### src/rtl/ysyx_22041207_pipe_pkg.sv
// rtl/ysyx_22041207_pipe_pkg.sv - shared types and constants for the pipeline controller
package ysyx_22041207_pipe_pkg;

  // Controller states; RUN must stay at zero so a cleared register is a safe state
  typedef enum logic [1:0] {
    ST_RUN      = 2'd0,
    ST_LU_STALL = 2'd1,
    ST_MDU_WAIT = 2'd2
  } state_e;

  // Extra stall cycles spent in LU_STALL after the first load-use stall cycle in RUN
  localparam logic [1:0] LU_STALL_LEN = 2'd1;

  typedef logic [4:0] reg_addr_t;

  // One source operand depends on the EX destination
  function automatic logic src_match(input logic use_src, input reg_addr_t src,
                                     input reg_addr_t dst);
    return use_src & (src == dst);
  endfunction

endpackage

### src/rtl/ysyx_22041207_hazard_detect.sv
// rtl/ysyx_22041207_hazard_detect.sv - combinational load-use hazard comparator
module ysyx_22041207_hazard_detect
  import ysyx_22041207_pipe_pkg::*;
(
  input  logic       id_valid,
  input  logic [4:0] id_rs1addr,
  input  logic [4:0] id_rs2addr,
  input  logic       id_use_rs1,
  input  logic       id_use_rs2,
  input  logic [4:0] ex_rwaddr,
  input  logic       ex_writeRD,
  input  logic       ex_memoryReadWen,
  output logic       hz
);

  // x0 is never a real producer, so a load targeting it cannot create a hazard
  always_comb begin
    hz = id_valid & ex_memoryReadWen & ex_writeRD & (ex_rwaddr != 5'd0) &
         (src_match(id_use_rs1, id_rs1addr, ex_rwaddr) |
          src_match(id_use_rs2, id_rs2addr, ex_rwaddr));
  end

endmodule

### src/rtl/ysyx_22041207_pipe_ctrl.sv
// rtl/ysyx_22041207_pipe_ctrl.sv - pipeline stall/flush controller; YSYX_22041207_LOADUSE_FWD_EN shortens load-use stall to 1 cycle
module ysyx_22041207_pipe_ctrl
  import ysyx_22041207_pipe_pkg::*;
(
  input  logic        clk,
  input  logic        rst,
  input  logic        id_valid,
  input  logic [4:0]  id_rs1addr,
  input  logic [4:0]  id_rs2addr,
  input  logic        id_use_rs1,
  input  logic        id_use_rs2,
  input  logic [4:0]  ex_rwaddr,
  input  logic        ex_writeRD,
  input  logic        ex_memoryReadWen,
  input  logic        ex_redirect,
  input  logic        ex_mdu_start,
  input  logic        mdu_done,
  input  logic        mem_busy,
  output logic        pc_stall,
  output logic        if_id_stall,
  output logic        if_id_flush,
  output logic        id_ex_bubble,
  output logic        id_ex_flush,
  output logic        clear_afterID,
  output logic        ex_mem_bubble,
  output logic        ex_mem_clear,
  output logic [31:0] stall_cnt
);

  state_e      state_q, state_d;
  logic [1:0]  lu_cnt_q, lu_cnt_d;
  logic [31:0] stall_cnt_q, stall_cnt_d;
  logic        hz;

  ysyx_22041207_hazard_detect u_hazard_detect (
    .id_valid         (id_valid),
    .id_rs1addr       (id_rs1addr),
    .id_rs2addr       (id_rs2addr),
    .id_use_rs1       (id_use_rs1),
    .id_use_rs2       (id_use_rs2),
    .ex_rwaddr        (ex_rwaddr),
    .ex_writeRD       (ex_writeRD),
    .ex_memoryReadWen (ex_memoryReadWen),
    .hz               (hz)
  );

  // Control outputs and next state; a stalled memory freezes everything ahead of the FSM
  always_comb begin
    pc_stall      = 1'b0;
    if_id_stall   = 1'b0;
    if_id_flush   = 1'b0;
    id_ex_bubble  = 1'b0;
    id_ex_flush   = 1'b0;
    clear_afterID = 1'b0;
    ex_mem_bubble = 1'b0;
    ex_mem_clear  = 1'b0;
    state_d       = state_q;
    lu_cnt_d      = lu_cnt_q;

    if (rst) begin
      if_id_flush = 1'b1;
      id_ex_flush = 1'b1;
    end else if (mem_busy) begin
      pc_stall      = 1'b1;
      if_id_stall   = 1'b1;
      id_ex_bubble  = 1'b1;
      ex_mem_bubble = 1'b1;
    end else begin
      case (state_q)
        ST_RUN: begin
          if (ex_redirect) begin
            if_id_flush = 1'b1;
            id_ex_flush = 1'b1;
          end else if (hz) begin
            pc_stall      = 1'b1;
            if_id_stall   = 1'b1;
            clear_afterID = 1'b1;
          end
          if (ex_mdu_start) begin
            state_d = ST_MDU_WAIT;
          end
`ifndef YSYX_22041207_LOADUSE_FWD_EN
          else if (hz && !ex_redirect) begin
            state_d  = ST_LU_STALL;
            lu_cnt_d = LU_STALL_LEN;
          end
`endif
        end
        ST_LU_STALL: begin
          if (lu_cnt_q != 2'd0) begin
            pc_stall      = 1'b1;
            if_id_stall   = 1'b1;
            clear_afterID = 1'b1;
            lu_cnt_d      = lu_cnt_q - 2'd1;
            if (lu_cnt_q == 2'd1) begin
              state_d = ST_RUN;
            end
          end else begin
            state_d = ST_RUN;
          end
        end
        ST_MDU_WAIT: begin
          if (mdu_done) begin
            state_d = ST_RUN;
          end else begin
            pc_stall     = 1'b1;
            if_id_stall  = 1'b1;
            id_ex_bubble = 1'b1;
            ex_mem_clear = 1'b1;
          end
        end
        default: begin
          state_d = ST_RUN;
        end
      endcase
    end
  end

  // Stall cycle counter, free-running with natural 32-bit wrap
  always_comb begin
    stall_cnt_d = stall_cnt_q;
    if (pc_stall) begin
      stall_cnt_d = stall_cnt_q + 32'd1;
    end
  end

  // State registers with synchronous reset
  always_ff @(posedge clk) begin
    if (rst) begin
      state_q     <= ST_RUN;
      lu_cnt_q    <= 2'd0;
      stall_cnt_q <= 32'd0;
    end else begin
      state_q     <= state_d;
      lu_cnt_q    <= lu_cnt_d;
      stall_cnt_q <= stall_cnt_d;
    end
  end

  assign stall_cnt = stall_cnt_q;

endmodule
### config.mk
export PLATFORM = sky130hd
export DESIGN_NAME = ysyx_22041207_pipe_ctrl
export DESIGN_NICKNAME = d
export VERILOG_FILES = /design/src/rtl/ysyx_22041207_pipe_pkg.sv /design/src/rtl/ysyx_22041207_hazard_detect.sv /design/src/rtl/ysyx_22041207_pipe_ctrl.sv
export SDC_FILE = /design/constraint.sdc
export NUM_CORES = 1
export LEC_CHECK = 0
export ABC_CLOCK_PERIOD_IN_PS = 2200
export BUFFER_PORTS_ARGS = -buffer_cell sky130_fd_sc_hd__buf_2
export CAP_MARGIN = 20
export CORE_ASPECT_RATIO = 0.8
export CORE_MARGIN = 10
export CORE_UTILIZATION = 30
export DETAILED_ROUTE_END_ITERATION = 10
export RECOVER_POWER = 100
export SLEW_MARGIN = 10
export SYNTH_ARGS = -nofsm -noshare
export SYNTH_HDL_FRONTEND = slang
export SYNTH_SLANG_ARGS = --single-unit
### constraint.sdc
create_clock -name clk -period 2.2 [get_ports clk]
set_input_delay 0.22 -clock clk [delete_from_list [all_inputs] [get_ports clk]]
set_output_delay 0.22 -clock clk [all_outputs]
set_load 0.02 [all_outputs]
==> impl_metrics.env <==
export IMPL_ir_drop_mv=0.245
export IMPL_synth_xor_area_frac=0.120
export IMPL_fmax_mhz=430
export IMPL_finalCriticalPeriod_ns=2.32
export IMPL_number_of_cells_on_the_worst_hold_path=3
export IMPL_timing_critical_path_mode_cell="nand4_4"
export IMPL_worstSetupStartpointType="flip-flop"
export IMPL_dr_first_iter_drc_count=81
export IMPL_cts_sink_count=36
export IMPL_clock_root_buffer="clkbuf_8"
export IMPL_final_instance_count_excl_fill=432
export IMPL_place_area_sq_um=2780
export IMPL_rows=26
export IMPL_synth_cell_type_count=50
export IMPL_power_leakage_nw=1.23
export IMPL_finalCritPeriodShare=1.06
export IMPL_grt_pass1_vias=2126
export IMPL_routabilityCongestion=0.817
export IMPL_largest_family_of_logic_cells_by_synthesized_area="simple AND/OR/NAND/NOR gates"
export IMPL_via_count=2075
export IMPL_hold_viol=0
export IMPL_synthSimpleGateAreaFrac=0.278
export IMPL_cts_htree_levels=2
export IMPL_post_route_cell_area_sq_um=2980
export IMPL_clkTransAtPathRegs_ns=0.08
export IMPL_post_synth_instance_area_sq_um=2050
export IMPL_core_area_sq_um=6510
export IMPL_dp_final_hpwl_mm=4.80
export IMPL_rr_worst_depth=8
export IMPL_met1_wl_mm=3.02
export IMPL_worstPathCellList="nand4_4, or4_4, nor4_4, nand4_4, buf_6, nor2_4, or4b_4, a21oi_2"
export IMPL_slowest_delay_ns=0.54
export IMPL_syn_avg_cell_area_sq_um=8.49
export IMPL_highest_layer="met4"
export IMPL_synth_compound_area_share=0.166
export IMPL_ys_warns=0
export IMPL_cts_hold_buf=0
export IMPL_worstPathRequired_ns=2.43
export IMPL_max_slew_worst_pin_slew_ns=0.400
export IMPL_finalWirelength_mm=6.10
export IMPL_placement_io_buffers=65
export IMPL_finalWorstSetupSlack_ns=-0.124
export IMPL_initial_utilization=0.314
export IMPL_routed_wire_length_per_instance_um=14.1
export IMPL_cellPowerDensity_nw_per_um2=462
export IMPL_final_setup_viol_count=4
export IMPL_worstHoldPathType="input port to flip-flop"
export IMPL_synthArstFlopShare=0
export IMPL_dpl_cell_count=423
export IMPL_dieArea_sq_um=10500
export IMPL_critical_path_at_ns=2.55
export IMPL_rsz0062_at_grt="yes"
export IMPL_pre_cts_slack_ns=-0.126
export IMPL_fin_util=0.457
export IMPL_clockBufferDepth=2
export IMPL_dr_wl_met2_mm=2.69
export IMPL_syn_inst=241
export IMPL_tritoncts_num_buffers=5
export IMPL_detail_route_antenna_nets=0
export IMPL_nets=376
export IMPL_synthFlopType="dfxtp_1"
export IMPL_fillerInstances=662
export IMPL_layout_cells_most_common_list="buf_2 (58), buf_4 (46), nor2_1 (33), dfxtp_1 (24), xnor2_1 (18)"
export IMPL_failing_checks="setup timing"
export IMPL_detail_route_first_pass_iterations=4
export IMPL_layout_cells_most_common="buf_2"
export IMPL_drive_gt1_frac=0.431
export IMPL_synth_mux_area_frac=0.0153
export IMPL_tritoncts="yes"
export IMPL_criticalPathCategory="flip-flop to flip-flop"
export IMPL_route_detailed_drc=0
export IMPL_synth_net_count=270
export IMPL_timing_critical_path_to_type="flip-flop"
export IMPL_die_h_um=93.9
export IMPL_outcome="finished, violations left"
export IMPL_yosys_area_share_adder=0.0183
export IMPL_regArea_sq_um=746
export IMPL_largest_net_degree_at_the_start_of_global_routing=24
export IMPL_multi_input_comb_area_sq_um=1310
export IMPL_viasPerCell=4.80
export IMPL_ys_seq_area_frac=0.352
export IMPL_max_slew_margin_rel=0.733
export IMPL_ys_seq_elements=36
export IMPL_final_max_slew_viol_count=0
export IMPL_fp_dieW_um=112
export IMPL_worst_path_max_delay_cell="or4_4"
export IMPL_max_cap_violations=0
export IMPL_grt_first_pass_wirelength_mm=10.2
export IMPL_worst_clock_skew_ns=0.0103
export IMPL_path_max_fanout=4
export IMPL_synth_edf_count=0
export IMPL_boundaryPins=66
export IMPL_grt_overflow_total=0
export IMPL_dr_wl_met3_um=326
export IMPL_grt_antenna_before_repair=0
export IMPL_area_growth_syn_to_layout_pct=45.4
export IMPL_antenna_diode_count=0
export IMPL_clock_insertion_delay_worst_skew_ns=0.29
export IMPL_grt_usage=0.114
-- area by class of cell --
class,count,area share
timing repair buffer,110,0.224
clock buffer,6,0.0244
sequential,36,0.251
multi-input combinational,184,0.442
tap,84,0.0353
clock inverter,2,0.0118
inverter,10,0.0126
-- flip-flops by register name, indices dropped and copies added (netlist names) --
| register | cells |
|---|---|
| stall_cnt | 32 |
| lu_cnt_q | 2 |
| state_q | 2 |
-- cells in the mapped netlist, types with 2 or more instances --
cell / number / share of area
dfxtp_1: 36 / 0.35
nor2_1: 34 / 0.062
a21oi_1: 20 / 0.049
xnor2_1: 18 / 0.077
nand2_1: 11 / 0.020
inv_1: 10 / 0.018
nand3_1: 10 / 0.024
xor2_1: 10 / 0.043
nand4_1: 7 / 0.021
o21ai_0: 7 / 0.017
a211oi_1: 6 / 0.022
clkbuf_1: 6 / 0.011
o31ai_1: 6 / 0.022
and3_1: 4 / 0.012
nor4_1: 4 / 0.012
or3_1: 4 / 0.012
buf_4: 3 / 0.011
ha_1: 3 / 0.018
or3_2: 3 / 0.011
or4_1: 3 / 0.011
a2111oi_0: 2 / 0.0086
mux2i_1: 2 / 0.0098
nor3b_1: 2 / 0.0073
nor4_4: 2 / 0.021
o41ai_1: 2 / 0.0086
or4b_1: 2 / 0.0098
-- worst max-delay path: cells and delay by family, from the launching register on --
kind            cells  cell delay (ns)
buf+inv             1             0.17
simple gates        6             1.62
compound gates      1             0.12
flops               1             0.36
-- per-stage QoR --
stage               power [mW]  TNS (ns)  hold slack (ns)
floorplan                0.747    -0.302            0.368
global placement         0.802    -0.763            0.483
detailed placement       0.803    -0.944            0.484
CTS                       1.39    -0.219            0.198
global route              1.43    -0.974            0.203
finish                    1.37    -0.198            0.207
-- report_power, final --
group	leakage (nW)	switching, mW	total [mW]	internal, mW
clock	0.0552	0.247	0.584	0.337
combinational	0.876	0.0757	0.131	0.0550
sequential	0.298	0.00778	0.660	0.652
total	1.23	0.331	1.37	1.04
-- worst paths after layout --
path | startpoint | to | slack (ns)
worst max-delay path | stall_cnt[4] | stall_cnt[28] | -0.12
worst min-delay path | ex_mdu_start | state_q[1] | 0.21
worst max register to register | stall_cnt[4] | stall_cnt[28] | -0.12
worst min register to register | stall_cnt[26] | stall_cnt[26] | 0.51
-- what timing repair did --
| item | CTS | global route |
|---|---|---|
| gates resized for setup | 11 | 11 |
| buffers inserted | 1 | 0 |
| pin swaps | 1 | 8 |
| endpoints found under the setup margin | 15 | 22 |
-- per-layer routing --
layer	vias up	global-route usage
met3	5	0.0358
met4	0	0.0295
met1	952	0.148
met5	-	0
met2	41	0.180
li1	1077	-
-- cells by family after synthesis --
family                   after synthesis
adder cells (fa/ha/maj)                3
flip-flops                            36
XOR/XNOR                              28
AND/OR/NAND/NOR                       98
multiplexers                           3
AO/OA/AOI/OAI                         52
buffers and inverters                 21
Note: power is estimated with default switching activity, not from simulation.
